$ cat config.mk
export PLATFORM = sky130hd
export DESIGN_NAME = sprite_blitter
export DESIGN_NICKNAME = d
export VERILOG_FILES = /design/src/rtl/sprite_blitter.sv
export SDC_FILE = /design/constraint.sdc
export NUM_CORES = 1
export LEC_CHECK = 0
export CORE_ASPECT_RATIO = 0.8
export CORE_MARGIN = 2
export CORE_UTILIZATION = 35
export CTS_CLUSTER_SIZE = 28
export DETAILED_ROUTE_END_ITERATION = 10
export PLACE_DENSITY = 0.58
export SYNTH_ARGS = -nofsm -noshare
export SYNTH_HDL_FRONTEND = slang
export SYNTH_SLANG_ARGS = --single-unit
$ cat constraint.sdc
create_clock -name vga_clk -period 18.4 [get_ports vga_clk]
set_clock_uncertainty 0.05 [all_clocks]
set_input_delay 3.68 -clock vga_clk [delete_from_list [all_inputs] [get_ports vga_clk]]
set_output_delay 3.68 -clock vga_clk [all_outputs]
set_load 0.02 [all_outputs]
$ cat src/rtl/sprite_blitter.sv
// Positionable palette-indexed sprite renderer with power-of-2 scale, h-flip,
// transparency and frame-counted blink. Fixed 3-cycle latency from DrawX/DrawY.
module sprite_blitter #(
    parameter int SPRITE_W   = 60,
    parameter int SPRITE_H   = 60,
    parameter int IDX_W      = 4,
    parameter int TRANSP_IDX = 0,
    parameter int BLINK_LOG2 = 4,
    parameter int V_ACTIVE   = 480,
    localparam int ADDR_W    = $clog2(SPRITE_W*SPRITE_H)
) (
    input  logic              vga_clk,
    input  logic              reset,
    input  logic [9:0]        DrawX,
    input  logic [9:0]        DrawY,
    input  logic              blank,
    input  logic [9:0]        pos_x,
    input  logic [9:0]        pos_y,
    input  logic [1:0]        scale,
    input  logic              flip,
    input  logic              blink_en,
    output logic [ADDR_W-1:0] rom_addr,
    input  logic [IDX_W-1:0]  rom_q,
    output logic [IDX_W-1:0]  pix_idx,
    output logic              pix_hit
);

    logic [9:0]          pos_x_l, pos_y_l;
    logic [1:0]          scale_l;
    logic                flip_l, blink_en_l;
    logic [BLINK_LOG2:0] frame_cnt;
    logic [2:1]          vld_pipe;

    logic                latch_now;
    logic signed [10:0]  rx, ry;
    logic [13:0]         box_w, box_h;
    logic                in_box;
    logic [9:0]          col_raw, col, row;
    logic [ADDR_W-1:0]   addr_next;

    assign latch_now = (DrawX == 10'd0) && (DrawY == 10'(V_ACTIVE));

    // Shadow registers only move during vertical blank, so a frame never tears.
    always_ff @(posedge vga_clk or posedge reset) begin
        if (reset) begin
            pos_x_l    <= '0;
            pos_y_l    <= '0;
            scale_l    <= '0;
            flip_l     <= 1'b0;
            blink_en_l <= 1'b0;
            frame_cnt  <= '0;
        end else if (latch_now) begin
            pos_x_l    <= pos_x;
            pos_y_l    <= pos_y;
            scale_l    <= scale;
            flip_l     <= flip;
            blink_en_l <= blink_en;
            frame_cnt  <= frame_cnt + 1'b1;
        end
    end

    // 11-bit signed offsets: a sign bit means left/above the sprite, never a wrap.
    always_comb begin
        rx      = $signed({1'b0, DrawX}) - $signed({1'b0, pos_x_l});
        ry      = $signed({1'b0, DrawY}) - $signed({1'b0, pos_y_l});
        box_w   = 14'(SPRITE_W) << scale_l;
        box_h   = 14'(SPRITE_H) << scale_l;
        in_box  = blank && !rx[10] && !ry[10]
                  && (14'(rx[9:0]) < box_w) && (14'(ry[9:0]) < box_h);
        col_raw = rx[9:0] >> scale_l;
        row     = ry[9:0] >> scale_l;
        col     = flip_l ? (10'(SPRITE_W - 1) - col_raw) : col_raw;
        addr_next = ADDR_W'(row) * ADDR_W'(SPRITE_W) + ADDR_W'(col);
    end

    always_ff @(posedge vga_clk or posedge reset) begin
        if (reset) begin
            rom_addr <= '0;
            vld_pipe <= '0;
        end else begin
            if (in_box)
                rom_addr <= addr_next;
            vld_pipe[1] <= in_box & ~(blink_en_l & frame_cnt[BLINK_LOG2]);
            vld_pipe[2] <= vld_pipe[1];
        end
    end

    // rom_q lines up with vld_pipe[2] because the external ROM adds one register.
    always_ff @(posedge vga_clk or posedge reset) begin
        if (reset) begin
            pix_idx <= '0;
            pix_hit <= 1'b0;
        end else begin
            pix_idx <= vld_pipe[2] ? rom_q : '0;
            pix_hit <= vld_pipe[2] && (rom_q != IDX_W'(TRANSP_IDX));
        end
    end

endmodule

### Word-level counts from Yosys, hierarchy flattened

Cells that the tools add are included.

* add/subtract/negate cells: 5
* $mul: 1
* order comparisons: 2
* equality and inequality tests: 1
* shift-type cells: 3
* multiplexer cells: 2
* bitwise operators: 3
* reductions and logical operators: 10

Operator list (number)
* 10-bit by 14-bit less-than comparator with 1-bit output: 2
* 10-bit by 10-bit subtractor with 11-bit output: 2
* 10-bit by 2-bit >> shifter with 10-bit output: 2
* 6-bit by 2-bit << shifter with 14-bit output (first input constant): 1
* 12-bit by 10-bit adder with 12-bit output: 1
* 10-bit by 9-bit == test with 1-bit output (second input constant): 1
* 10-bit logical NOT: 1
* 10-bit by 4-bit multiplier with 10-bit output (second input constant): 1
* 10-bit two-way mux: 1
* 6-bit by 10-bit subtractor with 10-bit output (first input constant): 1
* 1-bit logical AND: 6
* 5-bit by 1-bit adder with 5-bit output (second input constant): 1
* 4-bit two-way mux: 1
* 4-bit nonzero test: 1
* 1-bit bitwise AND: 2
* 1-bit logical NOT: 2
* 1-bit NOT: 1

* bits in registers: 48
* input bits: 51
* output and inout port bits: 17
* logic and storage cells: 37

### Logic depth before layout (Yosys ltp)

Gate-level depths: netlist of run 1.

* depth after elaboration: 7
* depth in mapped cells: 28
* gate-level depth less buffers: 28

### Least setup slack after synthesis of run 1

No wires, ideal clock.

* path kind: in2reg
* start: input DrawY[0]
* end: register rom_addr[11]
* library setup time: 0.125 ns
* data arrival time: 9.220 ns
* required time: 18.225 ns
* setup slack: 9.005 ns
* stages on the path: 26
* path buffers: 0
* cells stage by stage: inv_1 ha_1 inv_1 fa_1 a211oi_1 nor2_1 or4b_2 o2111a_1 a31oi_1 inv_1 xnor2_1 ha_1 inv_1 fa_1 inv_1 ha_1 and3_1 a21oi_1 and3b_1 xnor2_1 ha_1 or3_1 o211a_1 xnor3_1 xnor2_1 mux2_2

* cells in the longest elaborated chain, start to end: 5
* elaborated cells between the ends (all ways): 9
* those cells by class: add/sub (2); mul (1); order compare (1); shift (1); reduce/logical (4)

Ends and longest elaborated chain
* from (decl): line 15 `input logic [9:0] DrawY,`
* 10-bit by 10-bit subtractor with 11-bit output (*): line 65 `ry = $signed({1'b0, DrawY}) - $signed({1'b0, pos_y_l});`
* parallel branches: the longest is 4 deep, another holds 12-bit by 10-bit adder with 12-bit output
* to (signal assigned): line 82 `rom_addr <= addr_next;`
* to (decl): line 22 `output logic [ADDR_W-1:0] rom_addr,`

Every way passes the cells marked *.
A chain may end at the register's enable or synchronous reset.

### Worst setup path in the final report of run 1

Same ends and word-level chain as after synthesis.

==> results of run 1 <==
-- cell usage after synthesis, drive strengths merged (11+ instances only) --
master / count / area, um^2
inv: 67 / 251
ha: 54 / 676
dfrtp: 48 / 1200
nand2: 41 / 154
nor2: 36 / 135
o21ai: 36 / 180
a21oi: 29 / 149
xnor2: 28 / 245
mux2: 20 / 255
clkbuf: 14 / 52.6
mux2i: 14 / 140
fa: 12 / 240
nor3: 12 / 60.1
a21o: 11 / 82.6
-- worst max-delay path: stages --
cell and delay [ns]:
clkdlybuf4s50_1 0.44, inv_1 0.07, ha_1 0.21, inv_1 0.07
fa_1 0.42, a211oi_1 0.22, nor2_1 0.11, or4b_2 0.61
o2111a_1 0.19, a31oi_1 0.32, inv_1 0.18, xnor2_1 0.19
ha_1 0.31, inv_1 0.05, fa_1 0.53, inv_1 0.05
ha_1 0.35, and3_1 0.19, a21oi_1 0.19, and3b_1 0.21
xnor2_1 0.07, ha_1 0.22, or3_1 0.39, o211a_1 0.23
xnor3_1 0.34, xnor2_1 0.13, mux2_2 0.26
-- layer usage --
metal / GRT usage / wire [um]
met5: 0 / 0
met4: 0.0298 / 97
met3: 0.0410 / 502
met2: 0.280 / 5370
met1: 0.222 / 5900
-- path summary, 6_finish.rpt --
kind | slack, ns | start | endpoint | cells past startpoint
setup / recovery | 8.32 | DrawY[0] | rom_addr[11] | 27
hold / removal | 0.31 | vld_pipe[1] | vld_pipe[2] | 0
setup reg to reg | 11.84 | pos_y_l[0] | rom_addr[11] | 25
hold reg to reg | 0.31 | vld_pipe[1] | vld_pipe[2] | 0
max in group asynchronous | 13.76 | reset | pos_y_l[2] | 2
min in group asynchronous | 3.90 | reset | rom_addr[10] | 2
-- state kept, by name (all words and copies together) (netlist names) --
signal / count
blink_en_l: 1
frame_cnt: 5
pix_hit: 1
pos_y_l: 10
rom_addr: 12
flip_l: 1
pos_x_l: 10
pix_idx: 4
vld_pipe: 2
scale_l: 2
-- cells by family after synthesis --
family                     Yosys count
and+or+nand+nor                    150
AOI/OAI and AO/OA                  137
buffers and inverters               87
adders and majority gates           67
DFF                                 48
xor gates and xnor gates            36
muxes                               35
-- area by class of cell --
| cell class | instances | area share |
|---|---|---|
| multi-input combinational | 425 | 0.567 |
| sequential | 48 | 0.203 |
| timing repair buffer | 69 | 0.116 |
| inverter | 68 | 0.0431 |
| tap | 180 | 0.0381 |
| clock buffer | 5 | 0.0211 |
| clock inverter | 3 | 0.0116 |
-- layout by cell type, fill, tap and decap left out, types with 8 or more instances in the layout --
| cell type | synthesis | final |
|---|---|---|
| o21a_1 | 9 | 9 |
| clkdlybuf4s50_1 | 0 | 67 |
| nor2_1 | 36 | 36 |
| a21o_1 | 11 | 11 |
| mux2_4 | 8 | 8 |
| mux2_2 | 12 | 12 |
| a21oi_1 | 28 | 28 |
| fa_1 | 12 | 12 |
| xnor2_1 | 28 | 28 |
| mux2i_1 | 14 | 14 |
| nand2_1 | 41 | 41 |
| inv_1 | 66 | 65 |
| nor3_1 | 12 | 11 |
| nand3_1 | 10 | 10 |
| o21ai_0 | 36 | 36 |
| dfrtp_1 | 48 | 48 |
| ha_1 | 54 | 54 |
| a211oi_1 | 8 | 8 |
-- metrics by stage --
stage,utilization,power [W],setup slack [ns],hold WS [ns]
floorplan,-,0.000271,9.01,0.281
CTS,0.435,0.000442,8.34,0.312
global placement,0.421,0.000310,8.24,0.286
finish,0.435,0.000438,8.32,0.308
global route,0.435,0.000472,7.97,0.330
detailed placement,0.421,0.000315,8.03,0.296
-- power groups by stage --
stage / clock network (W) / registers [W] / logic, W
5_1_grt: 0.000132 / 0.000105 / 0.000234
4_1_cts: 0.000127 / 0.000105 / 0.000210
2_1_floorplan: 0 / 0.000107 / 0.000163
3_3_place_gp: 0 / 0.000107 / 0.000202
6_report: 0.000123 / 0.000105 / 0.000210
3_5_place_dp: 0 / 0.000107 / 0.000208
==> metrics.txt, run 1 <==
status=finished clean; quantity of I/O buffers inserted on ports=67; net load switching power=around 0.00015 W; deepest level of the CTS H-tree=2; gr usage total=0.167; CTS root buffer=clkbuf_16; Syn Std Cell Area=4890 um^2; RSZ-0062 raised after global routing=false; Remaining Overflow, GRT=0; Filler cells=1,341; fraction of the mapped netlist area in simple logic gates=0.156; distinct cell type count after synthesis=70; compound-cell area share of the yosys netlist=0.186; number of buffers inserted to repair setup after CTS=0; insertion delay of the later-clocked pin in the worst-skew pair=0.30 ns; Post-route DRC=0; clock sink count=between 40 and 50; fraction of synthesized area in multiplexers=0.0854; Critical Path Fanout Max=5; TritonCTS clock tree=yes; num ports=68; vias after detailed routing=approximately 4k; Max Buffers Root-to-Sink=2; Core Rows=38; global-route wire length before repair=a little under 20,000 um; FMAX=slightly below 100 MHz; Die Height=roughly 110 um; path category of the worst min-delay check=reg2reg; area share of fa/ha/maj cells after synthesis=0.189; number of hold violations in the final report=0; YS warnings=0; Post-DRT Antenna Nets=0; Routed WL per cell=between 10 and 15 um; Syn Area/Cell=between 8 and 9 um^2; # nets final=approximately 730; Inserted Clock Buffers=5; Chip Width=~140 um; pin slew with the least headroom to its limit=slightly above 1 ns; antenna diode count=0; number of max-capacitance violations reported=0; total of flip-flops plus latches after synthesis=48; dpl cell area=about 5700 um^2; Finished Layout Cells=~800; total negative slack=0 ns; leakage dissipation=2.74 nW; Critical Path Start Type=input port; fraction of the yosys area taken by sequential cells=0.245; combinational family with the most area after synthesis=adder cells; power share of the sequential group=0.241; final weighted congestion of routability-driven global placement=0.806; WP data required=between 15 and 20 ns; pin count of the biggest net entering global routing=between 40 and 50; post-layout instance area=5920 um^2; detailed-placement wirelength estimate=between 9000 and 10,000 um; Crit Path Class=in2reg; clock share of power=0.280; Final Max Tran Viols=0; minimum period implied by the final worst setup slack=10.08 ns; multi-input combinational cell area=~3400 um^2; data arrival at the endpoint of the critical path=10.22 ns; total length of routed wires=roughly 12,000 um; overall die area=15,000 um^2; Synth async-reset ratio=1.00; number of standard cells after synthesis=560; number of violations reported at the end of detailed-routing iteration 0=slightly above 200; max-slew headroom at the worst pin=0.315; detailed-routing iteration count for the pre-antenna-repair pass=5; net count of the mapped netlist=approximately 680; internal power consumption=around 0.00029 W; net switching share of the total power=0.344; Layout area overhead=20.9%; Post-synth EDFFs=0; main flop type after synthesis=dfrtp_1; number of global-route vias before repair=roughly 4.1k; endpoint kind of the worst setup timing path=flip-flop; placed cell count=between 700 and 800; portion of total power attributed to combinational logic=0.479; effective utilization at floorplan=0.360; XOR/XNOR share of the synthesized area=0.0672; portion of the clock cycle consumed by the worst path in the final layout=0.548; hold-fix buffers at CTS=0; FF/Latch Area=around 1200 um^2; clock slew seen by the registers of the worst setup and hold paths=~0.070 ns; average via count per standard cell=a little over 5; count of endpoints failing setup in the final report=0; Floorplan Core Area=13,600 um^2; power density normalized to cell area=~74 nW/um^2; share of layout cells above drive strength 1=0.0744; post-cts gate resize count=0; maximum VDD drop=~0.000047 V; initial antenna violation count=0
Power figures use the tool's default switching activity.
==> run 2, diff against run 1 <==
Settings changed: PLACE_DENSITY 0.58 to 0.6.
Clock period 18.4 ns to 8.8 ns, I/O delays scaled along.
==> run 2 against run 1 <==
Against the previous run:
- core utilization unchanged
- worst setup slack worse by 7.6 ns
- final area unchanged
- total power is 110% higher
- clock power is 110% higher
- critical path depth is the same
==> metrics.txt, run 2 (synthesis gave the netlist of run 1 again) <==
Filler cells=1,316 (was 1,341); FMAX=123 MHz; share of layout cells above drive strength 1=0.0744 (unchanged); Chip Width=136 um (unchanged); maximum VDD drop=0.0000941 V (was 0.0000466 V); Regs by FF count=rom_addr (12), pos_x_l (10), pos_y_l (10) (unchanged); leakage dissipation=2.74 nW (unchanged); data arrival at the endpoint of the critical path=8.25 ns (was 10.22 ns); Critical Path Fanout Max=5 (unchanged); max-slew headroom at the worst pin=0.333 (was 0.315); Die Height=110 um (unchanged); number of hold violations in the final report=0 (unchanged); global-route wire length before repair=20,200 um (was 19,700 um); Max Buffers Root-to-Sink=2 (unchanged); met2 usage=0.281 (was 0.280); number of max-capacitance violations reported=0 (unchanged); Critical Path Start Type=input port (unchanged); minimum period implied by the final worst setup slack=approximately 8.1 ns; Crit Path Class=in2reg (unchanged); most congested layer reported by global routing=met2 (unchanged); number of global-route vias before repair=4,308 (was 4,069); antenna diode count=0 (unchanged); deepest level of the CTS H-tree=2 (unchanged); number of violations reported at the end of detailed-routing iteration 0=177 (was 203); most common library cell in the layout ignoring fill and taps=clkdlybuf4s50_1 (unchanged); # nets final=734 (unchanged); flip-flop count of the largest register after layout=12 (unchanged); overall die area=15,000 um^2 (unchanged); status=finished clean (unchanged); RSZ-0062 raised after global routing=false (unchanged); insertion delay of the later-clocked pin in the worst-skew pair=0.30 ns (about the same); initial antenna violation count=0 (unchanged); largest reg by FF count=rom_addr (unchanged); CTS root buffer=clkbuf_16 (unchanged); Finished Layout Cells=798 (unchanged); path category of the worst min-delay check=reg2reg (unchanged); Remaining Overflow, GRT=0 (unchanged); count of endpoints failing setup in the final report=0 (unchanged); Floorplan Core Area=13,600 um^2 (unchanged); vias after detailed routing=4,139 (was 4,116); total length of routed wires=11,600 um (was 11,900 um); detailed-routing iteration count for the pre-antenna-repair pass=4 (was 5); Post-route DRC=0 (unchanged); placed cell count=790 (unchanged); Final Max Tran Viols=0 (unchanged); commonest cells after routing, fill and taps aside=67 x clkdlybuf4s50_1, 65 x inv_1, 54 x ha_1 (unchanged); FF/Latch Area=1200 um^2 (unchanged); Post-DRT Antenna Nets=0 (unchanged); power density normalized to cell area=154 nW/um^2 (was 74.0 nW/um^2); TritonCTS clock tree=yes (unchanged); clock slew seen by the registers of the worst setup and hold paths=0.07 ns (about the same); post-cts gate resize count=0 (unchanged); pin slew with the least headroom to its limit=1.00 ns (was 1.03 ns); hold-fix buffers at CTS=0 (unchanged); detailed-placement wirelength estimate=9350 um (was 9590 um); Routed WL per cell=14.5 um (was 14.9 um); pin count of the biggest net entering global routing=51 (was 49); num ports=68 (unchanged); met1 track demand over resource=0.227 (was 0.222); WP data required=8.94 ns (was 18.54 ns); quantity of I/O buffers inserted on ports=67 (unchanged); total negative slack=0 ns (unchanged); multi-input combinational cell area=3360 um^2 (unchanged); Core Rows=38 (unchanged); Layout area overhead=20.9% (unchanged); met3 track demand over resource=0.0231 (was 0.0410); final weighted congestion of routability-driven global placement=0.874 (was 0.806); portion of the clock cycle consumed by the worst path in the final layout=0.922; endpoint kind of the worst setup timing path=flip-flop (unchanged); Inserted Clock Buffers=5 (unchanged); clock sink count=48 (unchanged); number of buffers inserted to repair setup after CTS=0 (unchanged); effective utilization at floorplan=0.360 (unchanged); average via count per standard cell=5.19 (was 5.16); gr usage total=0.168 (was 0.167)
==> run 2: cell counts in the layout (fill, tap and decap cells not counted) <==
No cell type changed its count.
==> run 2: final cells by class <==
class / instances / share of cell area
Multi-Input combinational cell: 425 / 0.567
Sequential cell: 48 / 0.203
Timing Repair Buffer: 69 / 0.116
Inverter: 68 / 0.0431
Tap cell: 180 / 0.0381
Clock buffer: 5 / 0.0211
Clock inverter: 3 / 0.0116
==> run 2: final timing paths <==
path	end	from	slack [ns]	cells after the start
max reg2reg	rom_addr[11]	pos_y_l[0]	2.31	25
max	rom_addr[11]	DrawY[0]	0.69	27
min reg2reg	vld_pipe[2]	vld_pipe[1]	0.30	0
max in group asynchronous	pos_y_l[2]	reset	6.10	2
min in group asynchronous	rom_addr[9]	reset	1.97	2
min	vld_pipe[2]	vld_pipe[1]	0.30	0
==> run 2: through the flow <==
stage | area (um^2) | power [W] | setup WS, ns | hold WS (ns) | utilization
finish | 5920 | 0.000911 | 0.691 | 0.299 | 0.435
global route | 5920 | 0.000993 | 0.259 | 0.321 | 0.435
CTS | 5920 | 0.000923 | 0.701 | 0.302 | 0.435
detailed placement | 5720 | 0.000661 | 0.393 | 0.287 | 0.421
global placement | 5720 | 0.000647 | 0.598 | 0.281 | 0.421
floorplan | 4890 | 0.000566 | 1.33 | 0.281 | -
==> run 2: power breakdown <==
part	total, W	internal [W]	leakage, nW	switching, W
combinational	0.000436	0.000216	2.09	0.000219
clock	0.000254	0.000164	0.0944	0.0000904
sequential	0.000221	0.000221	0.556	0.0000000108
total	0.000911	0.000601	2.74	0.000310
==> run 2: routing by layer <==
layer,vias up,share of wire,wire (um)
met1,1938,0.50,5800
met4,0,0.018,211
met2,89,0.44,5110
met5,-,0,0
li1,2097,-,-
met3,15,0.039,446
==> run 2: worst max-delay path: stages <==
cell	delay (ns)
clkdlybuf4s50_1	0.45
inv_1	0.08
ha_1	0.18
inv_1	0.06
fa_1	0.41
a211oi_1	0.25
nor2_1	0.11
or4b_2	0.62
o2111a_1	0.18
a31oi_1	0.31
inv_1	0.18
xnor2_1	0.20
ha_1	0.32
inv_1	0.05
fa_1	0.52
inv_1	0.04
ha_1	0.34
and3_1	0.18
a21oi_1	0.16
and3b_1	0.20
xnor2_1	0.07
ha_1	0.22
or3_1	0.39
o211a_1	0.23
xnor3_1	0.34
xnor2_1	0.14
mux2_2	0.26
==> run 3, diff against run 2 <==
Settings changed: SLEW_MARGIN set to 20.
==> run 3 against run 2 <==
Against the previous run:
- non-clock buffer count is the same
- first-iteration DRC count stayed put
- worst hold slack unchanged
- core utilization about the same
- total power about the same
- cell count stayed put
- die area is the same
- global-route usage unchanged
- sequential cell count is the same
==> metrics.txt, run 3 (synthesis gave the netlist of run 1 again) <==
Critical Path Start Type=input port (unchanged); Hold Path Sink=vld_pipe[2] (unchanged); Max Buffers Root-to-Sink=2 (unchanged); total negative slack=0 ns (unchanged); power density normalized to cell area=154 nW/um^2 (about the same); path category of the worst min-delay check=reg2reg (unchanged); setup slack on the worst flop-to-flop path=2.31 ns (about the same); minimum period implied by the final worst setup slack=8.11 ns (unchanged); commonest cells after routing, fill and taps aside=67 x clkdlybuf4s50_1, 65 x inv_1, 54 x ha_1 (unchanged); overall die area=15,000 um^2 (unchanged); largest reg by FF count=rom_addr (unchanged); Inserted Clock Buffers=5 (unchanged); Post-route DRC=0 (unchanged); maximum VDD drop=0.0000941 V (about the same); Critical Path Fanout Max=5 (unchanged); data arrival at the endpoint of the critical path=8.25 ns (about the same); hold_ws=0.299 ns (unchanged); number of buffers inserted to repair setup after CTS=0 (unchanged); vias after detailed routing=4,140 (was 4,139); number of violations reported at the end of detailed-routing iteration 0=177 (unchanged); clock sink count=48 (unchanged); start point of the worst min-delay path=vld_pipe[1] (unchanged); detailed-placement wirelength estimate=9350 um (unchanged); insertion delay of the later-clocked pin in the worst-skew pair=0.30 ns (about the same); Core Rows=38 (unchanged); clock slew seen by the registers of the worst setup and hold paths=0.07 ns (about the same); Remaining Overflow, GRT=0 (unchanged); total length of routed wires=11,600 um (about the same); Floorplan Core Area=13,600 um^2 (unchanged); # nets final=734 (unchanged); post-cts gate resize count=0 (unchanged); Reg2Reg Depth=25 (unchanged); share of layout cells above drive strength 1=0.0744 (unchanged); leakage dissipation=2.74 nW (about the same); Regs by FF count=rom_addr (12), pos_x_l (10), pos_y_l (10) (unchanged); max-slew headroom at the worst pin=0.406 (was 0.333); final weighted congestion of routability-driven global placement=0.874 (unchanged); deepest level of the CTS H-tree=2 (unchanged); flip-flop count of the largest register after layout=12 (unchanged); CTS root buffer=clkbuf_16 (unchanged); met3 track demand over resource=0.0231 (unchanged); pin slew with the least headroom to its limit=0.892 ns (was 1.00 ns); Chip Width=136 um (unchanged); count of cells along the worst hold path=0 (unchanged); WP data required=8.94 ns (about the same); global-route wire length before repair=20,200 um (unchanged); most common library cell in the layout ignoring fill and taps=clkdlybuf4s50_1 (unchanged); status=finished clean (unchanged); met1 track demand over resource=0.227 (unchanged); average via count per standard cell=5.19 (about the same); Final Max Tran Viols=0 (unchanged); gr usage total=0.168 (unchanged); number of max-capacitance violations reported=0 (unchanged); r2r endpoint=rom_addr[11] (unchanged); pin count of the biggest net entering global routing=51 (unchanged); hold-fix buffers at CTS=0 (unchanged); detailed-routing iteration count for the pre-antenna-repair pass=4 (unchanged); Layout area overhead=20.9% (about the same); TritonCTS clock tree=yes (unchanged); Die Height=110 um (unchanged); quantity of I/O buffers inserted on ports=67 (unchanged); number of hold violations in the final report=0 (unchanged); RSZ-0062 raised after global routing=false (unchanged); Crit Path Class=in2reg (unchanged); Routed WL per cell=14.5 um (about the same); Post-DRT Antenna Nets=0 (unchanged); effective utilization at floorplan=0.360 (unchanged); startpoint of the worst register-to-register path=pos_y_l[0] (unchanged); FMAX=123 MHz (unchanged); number of global-route vias before repair=4,308 (unchanged); met2 usage=0.281 (unchanged); initial antenna violation count=0 (unchanged); antenna diode count=0 (unchanged); portion of the clock cycle consumed by the worst path in the final layout=0.922 (unchanged); num ports=68 (unchanged); count of endpoints failing setup in the final report=0 (unchanged); most congested layer reported by global routing=met2 (unchanged); endpoint kind of the worst setup timing path=flip-flop (unchanged)
run 3: cell count changes in the layout (fill, tap and decap cells not counted):
cell,delta
inv_2,-1
clkinv_2,+1
run 3: power by group:
part	internal [W]	switching, W	leakage [nW]	total [W]
registers	0.000221	0.0000000108	0.556	0.000221
clock network	0.000164	0.0000904	0.0944	0.000254
logic	0.000216	0.000219	2.09	0.000436
total	0.000601	0.000310	2.74	0.000911
run 3: stage by stage:
| step | instances | util | area (um^2) | setup WS [ns] | total power, W |
|---|---|---|---|---|---|
| final | 798 | 0.435 | 5920 | 0.691 | 0.000911 |
| after global routing | 798 | 0.435 | 5920 | 0.259 | 0.000993 |
| after CTS | 798 | 0.435 | 5920 | 0.701 | 0.000923 |
| after detailed placement | 790 | 0.421 | 5720 | 0.393 | 0.000661 |
| after global placement | 790 | 0.421 | 5720 | 0.598 | 0.000647 |
| after floorplan | 560 | - | 4890 | 1.33 | 0.000566 |
run 3: worst max path at each step:
stage             start      endpoint  slack [ns]  cells after the start
2_1_floorplan  DrawY[0]  rom_addr[11]        1.33                     26
3_3_place_gp   DrawY[0]  rom_addr[11]        0.60                     27
3_5_place_dp   DrawY[0]  rom_addr[11]        0.39                     27
4_1_cts        DrawY[0]  rom_addr[11]        0.70                     27
5_1_grt        DrawY[0]  rom_addr[11]        0.26                     27
6_report       DrawY[0]  rom_addr[11]        0.69                     27
run 3: metal layers:
layer	wire (um)	part of all wire
met2	5100	0.44
met5	0	0
met1	5790	0.50
met3	451	0.039
met4	211	0.018
run 3: cell type report:
| cell class | instances | area, um^2 |
|---|---|---|
| fill | 1316 | 7680 |
| multi-input combinational | 425 | 3360 |
| sequential | 48 | 1200 |
| timing repair buffer | 69 | 686 |
| inverter | 68 | 256 |
| tap | 180 | 225 |
| clock buffer | 5 | 125 |
| clock inverter | 3 | 68.8 |
run 3: critical path, cell delays in order:
cell and delay, ns:
clkdlybuf4s50_1 0.45, inv_1 0.08, ha_1 0.18, inv_1 0.06, fa_1 0.41, a211oi_1 0.25
nor2_1 0.11, or4b_2 0.62, o2111a_1 0.18, a31oi_1 0.31, inv_1 0.18, xnor2_1 0.20
ha_1 0.32, inv_1 0.05, fa_1 0.52, inv_1 0.04, ha_1 0.34, and3_1 0.18
a21oi_1 0.16, and3b_1 0.20, xnor2_1 0.07, ha_1 0.22, or3_1 0.39, o211a_1 0.23
xnor3_1 0.34, xnor2_1 0.14, mux2_2 0.26
